<file path="config.mk">
export PLATFORM = sky130hd
export DESIGN_NAME = afe_rx_deint
export DESIGN_NICKNAME = d
export VERILOG_FILES = /design/src/rtl/afe_rx_deint.sv
export SDC_FILE = /design/constraint.sdc
export NUM_CORES = 1
export LEC_CHECK = 0
export CAP_MARGIN = 20
export CORE_MARGIN = 1.5
export CORE_UTILIZATION = 30
export DETAILED_ROUTE_END_ITERATION = 7
export GPL_TIMING_DRIVEN = 0
export MAX_ROUTING_LAYER = met4
export PLACE_DENSITY = 0.49
export SYNTH_ARGS = -nofsm -noshare
export SYNTH_HDL_FRONTEND = slang
export SYNTH_SLANG_ARGS = --single-unit
</file>
<file path="constraint.sdc">
create_clock -name rx_sclk_2x -period 2.55 [get_ports rx_sclk_2x]
set_clock_uncertainty 0.05 [all_clocks]
set_input_delay 0.255 -clock rx_sclk_2x [delete_from_list [all_inputs] [get_ports rx_sclk_2x]]
set_output_delay 0.255 -clock rx_sclk_2x [all_outputs]
set_load 0.01 [all_outputs]
</file>
<file path="src/rtl/afe_rx_deint.sv">
`default_nettype none
// ============================================================================
// Module   : afe_rx_deint
// Brief    : Receive AFE front end. Captures the ADC's time-multiplexed I/Q
//            bus, tracks sel alignment with a hunt/lock FSM, assembles {I,Q}
//            pairs and writes them to the RX FIFO on a half-rate FIFO clock.
//            Pairs dropped on FIFO full are counted (saturating).
// Revision : 1.0 - initial release
// ============================================================================
module afe_rx_deint #(
  parameter int IQ_PAIR_WIDTH = 24,
  parameter int LOCK_PAIRS    = 4,
  parameter int CNT_WIDTH     = 16
) (
  input  logic                       rx_sclk_2x,
  input  logic                       reset_n,
  input  logic                       sel,
  input  logic [IQ_PAIR_WIDTH/2-1:0] d,
  input  logic                       fifo_full,
  output logic                       clk_2x,
  output logic                       fifo_clk,
  output logic [IQ_PAIR_WIDTH-1:0]   fifo_data,
  output logic                       fifo_wr,
  output logic                       locked,
  output logic                       sel_err,
  output logic [CNT_WIDTH-1:0]       overflow_cnt
);

  localparam int         HALF      = IQ_PAIR_WIDTH / 2;
  localparam logic [3:0] LOCK_LAST = 4'(LOCK_PAIRS - 1);

  typedef enum logic [0:0] {
    HUNT   = 1'b0,
    LOCKED = 1'b1
  } state_t;

  state_t                   state;
  logic [HALF-1:0]          d_r;
  logic                     sel_r;
  logic                     v_r;        // d_r/sel_r hold a real captured sample
  logic                     sel_prev;   // sel_r one sample earlier
  logic                     v_prev;
  logic [HALF-1:0]          i_hold;
  logic                     i_valid;
  logic [IQ_PAIR_WIDTH-1:0] pair_hold;
  logic                     pair_pend;
  logic [3:0]               lock_cnt;

  logic                     in_lock;
  logic                     viol;
  logic                     lock_viol;
  logic                     form;
  logic                     bypass;
  logic                     slot;
  logic                     wr_cand;
  logic [IQ_PAIR_WIDTH-1:0] pair_new;

  // ADC clock is forwarded untouched, even while in reset.
  assign clk_2x    = rx_sclk_2x;
  assign locked    = (state == LOCKED);

  assign in_lock   = (state == LOCKED);
  assign viol      = v_r & v_prev & (sel_r == sel_prev);
  assign lock_viol = in_lock & viol;
  assign form      = v_r & ~sel_r & i_valid;
  // A pair forming while locked is eligible for writing; a violation kills it.
  assign bypass    = form & in_lock & ~viol;
  // The edge on which fifo_clk falls 1->0 is the write slot.
  assign slot      = fifo_clk;
  assign wr_cand   = slot & (pair_pend | bypass);
  assign pair_new  = {i_hold, d_r};

  // Input stage: register the ADC bus and remember the previous sel.
  always_ff @(posedge rx_sclk_2x or negedge reset_n) begin
    if (!reset_n) begin
      d_r      <= '0;
      sel_r    <= 1'b0;
      v_r      <= 1'b0;
      sel_prev <= 1'b0;
      v_prev   <= 1'b0;
    end else begin
      d_r      <= d;
      sel_r    <= sel;
      v_r      <= 1'b1;
      sel_prev <= sel_r;
      v_prev   <= v_r;
    end
  end

  // Hunt/lock FSM, pair assembly, write slot and overflow counting.
  always_ff @(posedge rx_sclk_2x or negedge reset_n) begin
    if (!reset_n) begin
      state        <= HUNT;
      lock_cnt     <= '0;
      i_hold       <= '0;
      i_valid      <= 1'b0;
      pair_hold    <= '0;
      pair_pend    <= 1'b0;
      fifo_clk     <= 1'b0;
      fifo_data    <= '0;
      fifo_wr      <= 1'b0;
      sel_err      <= 1'b0;
      overflow_cnt <= '0;
    end else begin
      fifo_clk <= ~fifo_clk;
      sel_err  <= lock_viol;

      // Lock tracking: the pair that completes lock is consumed, not written.
      if (state == HUNT) begin
        if (viol) begin
          lock_cnt <= '0;
        end else if (form) begin
          if (lock_cnt == LOCK_LAST) begin
            state    <= LOCKED;
            lock_cnt <= '0;
          end else begin
            lock_cnt <= lock_cnt + 4'd1;
          end
        end
      end else if (viol) begin
        state    <= HUNT;
        lock_cnt <= '0;
      end

      // I half: an alignment loss while locked discards the partial pair.
      if (lock_viol) begin
        i_valid <= 1'b0;
      end else if (v_r && sel_r) begin
        i_hold  <= d_r;
        i_valid <= 1'b1;
      end else if (form) begin
        i_valid <= 1'b0;
      end

      // Pending pair: parked off-slot, consumed on the slot edge.
      if (lock_viol) begin
        pair_pend <= 1'b0;
      end else if (slot) begin
        if (pair_pend && bypass) begin
          pair_hold <= pair_new;
        end else begin
          pair_pend <= 1'b0;
        end
      end else if (bypass) begin
        pair_hold <= pair_new;
        pair_pend <= 1'b1;
      end

      // Write slot: full flag wins over the write, and counts once.
      if (wr_cand) begin
        fifo_data <= pair_pend ? pair_hold : pair_new;
        fifo_wr   <= in_lock & ~fifo_full;
        if (in_lock && fifo_full && !(&overflow_cnt)) begin
          overflow_cnt <= overflow_cnt + CNT_WIDTH'(1);
        end
      end else if (slot) begin
        fifo_wr <= 1'b0;
      end
    end
  end

endmodule
`default_nettype wire

</file>
==> flow_summary.ini, run 1 <==
[status]
status = completed

[drt]
drt_wl_total_um = 8371
wire_per_inst_um = 15.11
vias = 2548
antenna_left = 0
dr.pass1.iters = 4
via_per_inst = 4.599
drt-initial-drc-count = 105
drcViolationCount = 0

[critical_path]
slowest_stage = clkdlybuf4s50_1
critical_path.endpoint_type = output pin
worstRegToRegCells = 6
r2r_start = sel_r$_DFF_PN0_
arrival_ns = 2.10
worst_path_most_repeated_cell = clkbuf_16
cp-start-kind = clock port
reg2reg_slack_ns = 0.51
max_stage_delay_ns = 0.46
critPathKind = clock port to output pin
cp-startpoint = rx_sclk_2x
crit_required_ns = 2.25
critPathMaxFanout = 2
cp_cell_sequence = clkbuf_16 > clkbuf_16 > buf_4 > clkdlybuf4s50_1

[sta]
max_slew.worst_pin.slew_ns = 0.8444
relSlewSlack_pct = 43.71
hold_viol_final = 0
rsz0062_at_grt = false
fin_ws_ns = 0.1437
setup_viol = 0
slew_violations = 0

[global_routing]
top_usage_layer = met2
grt_pass1_wl_um = 13650
grt_pass1_vias = 2633
use_met1_pct = 15.84
grt_max_degree = 64
grt_usage_pct = 12.77
grt_overflow = 0
met2_usage_pct = 18.47
antenna_found_initial = 0
grt_util_met3_pct = 4.740

[yosys]
synth_seq_area_share_pct = 59.86
synth_seq_cells = 102
synth_flop_cell = dfrtp_1
async_reset_ff_share_pct = 100.0
post_synth.cell_area_avg_um2 = 14.55
ys_top_cells_by_area = dfrtp_1, mux2_2, xor2_1
synth_edf_count = 0
syn_area_um2 = 4264
synth_top_area_share_pct = 59.86
syn_inst = 293
yosys_warnings = 0
yosysTopAreaCell = dfrtp_1
ys_types = 43
synthesis.nets = 311

[clock_network]
clk_latency_ns = 0.47
post_cts_buffers = 0
clk_pin_slew_ns = 0.07
cts_tree = built

[hold_path]
min-delay-start = d[9]
worst_hold_path.num_cells = 1
hold_path.class = input port to flip-flop

[flow_run]
cap_violations = 0

[die]
die_w_um = 122.2
coreArea_um2 = 13880
io_pins = 61
die_area_um2 = 14940
die_y_um = 122.2
initial_core_util_pct = 30.72
placementRows = 43

[cells_and_area]
drive_gt1_share_pct = 34.49
syn_to_final_growth_pct = 29.17
instances_no_fill = 554
final_cell_mix = dfrtp_1, mux2_2, clkdlybuf4s50_1, xor2_1, clkbuf_16
antenna_cells = 0
final_common_cell = dfrtp_1
nets = 387

[placement]
dp_hpwl_um = 5495
dp_cells = 534
pre_cts_ws_ns = 0.4081
port_buffers = 60
gp_congestion = 0.7634

[pwr]
switching_share_pct = 23.35
irDropWorstVdd_mv = 0.5551
clkPwrFrac_pct = 43.6
power_density_nw_per_um2 = 726.1
pwr-share-seq_pct = 46.1
p_int_mw = 3.066
p_switching_mw = 0.9337
power_frac_comb_pct = 10.3
cellLeakagePower_nw = 2.553
-- flip-flops by register name, summed over array words and instances, names as in the netlist, 4 cells and up --
name and count:
fifo_data 24, pair_hold 24, i_hold 12, lock_cnt 4, overflow_cnt 16, d_r 12
-- stage by stage --
step	hold WS [ns]	instance area, µm²	power, mW	TNS (ns)	util, %
after floorplan	-0.09059	4264	2.100	0	-
after global placement	0.3869	5090	2.344	-283.92	36.67
after detailed placement	0.3635	5107	2.358	0	36.79
after CTS	0.1562	5508	4.077	0	39.68
after global routing	0.1554	5508	4.186	0	39.68
final	0.1698	5508	3.999	0	39.68
-- final cells by class --
| cell class | count | area, µm² |
|---|---|---|
| buffer | 12 | 73.82 |
| clock buffer | 14 | 324.1 |
| clock inverter | 6 | 76.32 |
| fill | 1348 | 8373 |
| inverter | 4 | 15.01 |
| multi-input combinational | 175 | 1623 |
| sequential | 102 | 2552 |
| tap | 180 | 225.2 |
| timing repair buffer | 61 | 618.1 |
-- metal layers --
metal	share of wire [%]	routed length, µm	vias up
li1	-	-	1197
met5	0	0	-
met3	4.8	400	9
met4	1.6	138	0
met2	47	3939	58
met1	46	3892	1284
-- final timing paths --
kind | end
setup / recovery | clk_2x
hold / removal | d_r[9]$_DFF_PN0_
setup reg to reg | i_hold[2]$_DFFE_PN0P_
hold reg to reg | v_prev$_DFF_PN0_
max in group asynchronous | i_hold[9]$_DFFE_PN0P_
min in group asynchronous | lock_cnt[0]$_DFFE_PN0P_
-- worst max-delay path: cells and delay by family --
kind	cells	cell delay, ns
buf+inv	4	0.83
-- cells in the mapped netlist (all sizes together) (3+ instances only) --
cell type  number
a21oi           5
and3            6
buf             9
clkbuf          3
dfrtp         102
inv             4
mux2           86
mux2i           3
nand2          11
nand4           5
nor2            8
nor3            6
nor3b           3
nor4            3
nor4b           3
xor2           13
-- repair_timing --
item	in CTS	in global routing
hold buffers	1	0
gates resized for setup	0	0
endpoints found under the hold margin	62	0
endpoints found under the setup margin	0	0
-- kinds of logic after synthesis --
logic type	share of synthesized area (%)
flops	59.86
mux	23.42
simple gates	9.096
buf+inv	2.083
xor+xnor	3.081
compound gates	1.790
fa+ha+maj	0.5868
other cells	0.08794
-- power by group through the flow --
stage               clock network, mW  registers [mW]  logic, mW
detailed placement             0.0616            1.88      0.418
global placement               0.0616            1.87      0.407
finish                           1.74            1.85      0.410
global route                     1.87            1.87      0.452
floorplan                      0.0323            1.88      0.186
CTS                              1.81            1.85      0.421
Note: power is estimated with default switching activity, not from simulation.
==> inputs of run 2 (changes only) <==
Settings changed: GPL_TIMING_DRIVEN 0 to default.
==> flow_summary.ini, run 2 (same netlist as run 1, synthesis figures left out) <==
[drt]
vias = 2520
dr.pass1.iters = 4
drt-initial-drc-count = 79
drcViolationCount = 0
drt_wl_total_um = 8134
wire_per_inst_um = 14.90
antenna_left = 0
via_per_inst = 4.615

[die]
die_w_um = 122.2
coreArea_um2 = 13880
placementRows = 43
initial_core_util_pct = 30.72
die_y_um = 122.2
die_area_um2 = 14940
io_pins = 61

[critical_path]
crit_required_ns = 2.25
arrival_ns = 1.99
reg2reg_slack_ns = 0.60
critPathMaxFanout = 2
critPathKind = clock port to output pin
cp-start-kind = clock port
critical_path.endpoint_type = output pin
worstRegToRegCells = 4

[clock_network]
cts_tree = built
clk_pin_slew_ns = 0.07
clk_latency_ns = 0.46
post_cts_buffers = 0
cts_resized = 0
cts_hold_buffers = 1

[cells_and_area]
multiInputGateArea_um2 = 1627
regArea_um2 = 2552
fill_cells = 1345
reg_top3 = fifo_data: 24 flops, pair_hold: 24 flops, overflow_cnt: 16 flops
syn_to_final_growth_pct = 28.84
final_cell_area_um2 = 5494
instances_no_fill = 546
nets = 380
drive_gt1_share_pct = 34.15
antenna_cells = 0
final_common_cell = dfrtp_1
final_cell_mix = dfrtp_1, mux2_2, clkdlybuf4s50_1, xor2_1, clkbuf_16

[hold_path]
hold_path.class = input port to flip-flop
worst_hold_path.num_cells = 1

[placement]
dp_hpwl_um = 5151
port_buffers = 60
dp_cells = 527
gp_congestion = 0.7858
place_area_um2 = 5087

[status]
status = completed

[sta]
slew_violations = 0
fin_tns_setup_ns = 0
rsz0062_at_grt = false
max_slew.worst_pin.slew_ns = 0.7031
hold_viol_final = 0
relSlewSlack_pct = 52.99
setup_viol = 0

[global_routing]
grt_overflow = 0
grt_pass1_vias = 2629
grt_usage_pct = 12.45
antenna_found_initial = 0
grt_pass1_wl_um = 13410
grt_max_degree = 62

[pwr]
irDropWorstVdd_mv = 0.5549
p_total_mw = 4.005
cellLeakagePower_nw = 2.540
power_density_nw_per_um2 = 729.0

[flow_run]
cap_violations = 0
==> run 2: changes by cell type in the layout (fill, tap and decap cells not counted), sizes merged <==
cell / previous run / this run
clkinv: 1 / 2
bufinv: 1 / 2
buf: 11 / 7
inv: 8 / 5
clkbuf: 16 / 13
==> run 2: cell type report <==
cell class / count / area share [%]
repair buffers: 66 / 12.16
well taps: 180 / 4.099
clock inverters: 5 / 1.503
multi-input cells: 175 / 29.61
clock buffers: 14 / 5.898
inverters: 4 / 0.2733
flip-flops and latches: 102 / 46.46
==> run 2: path summary, 6_finish.rpt <==
check / startpoint / end
max in group asynchronous: reset_n / fifo_data[15]$_DFFE_PN0P_
worst max register to register: overflow_cnt[8]$_DFFE_PN0P_ / overflow_cnt[15]$_DFFE_PN0P_
worst min-delay path: d[4] / d_r[4]$_DFF_PN0_
worst max-delay path: rx_sclk_2x / clk_2x
worst min register to register: v_r$_DFF_PN0_ / v_prev$_DFF_PN0_
min in group asynchronous: reset_n / fifo_wr$_DFFE_PN0P_
==> run 2: through the flow <==
| stage | hold WS [ns] | setup slack [ns] | util [%] |
|---|---|---|---|
| floorplan | -0.09059 | 0.7064 | - |
| global placement | 0.2449 | 0.4743 | 36.65 |
| detailed placement | 0.2472 | 0.4729 | 36.65 |
| CTS | 0.1599 | 0.2467 | 39.58 |
| global route | 0.1496 | 0.2419 | 39.58 |
| finish | 0.1800 | 0.2573 | 39.58 |
==> run 2: critical path, stage by stage <==
cell,delay [ns]
clkbuf_16,0.12
clkbuf_16,0.13
clkdlybuf4s50_1,0.46
==> run 2: per-layer routing <==
layer	up-vias	global-route usage, %	wire [µm]
li1	1180	-	-
met4	0	6.395	160
met5	-	-	0
met1	1270	15.48	3872
met3	15	4.879	454
met2	55	17.49	3646
==> run 2: report_power, final <==
| part | switching (mW) | leakage, nW | internal (mW) | total, mW |
|---|---|---|---|---|
| clock network | 0.638 | 0.200 | 1.11 | 1.75 |
| registers | 0.0879 | 1.34 | 1.76 | 1.85 |
| logic | 0.154 | 1.00 | 0.257 | 0.411 |
| total | 0.879 | 2.54 | 3.13 | 4.00 |
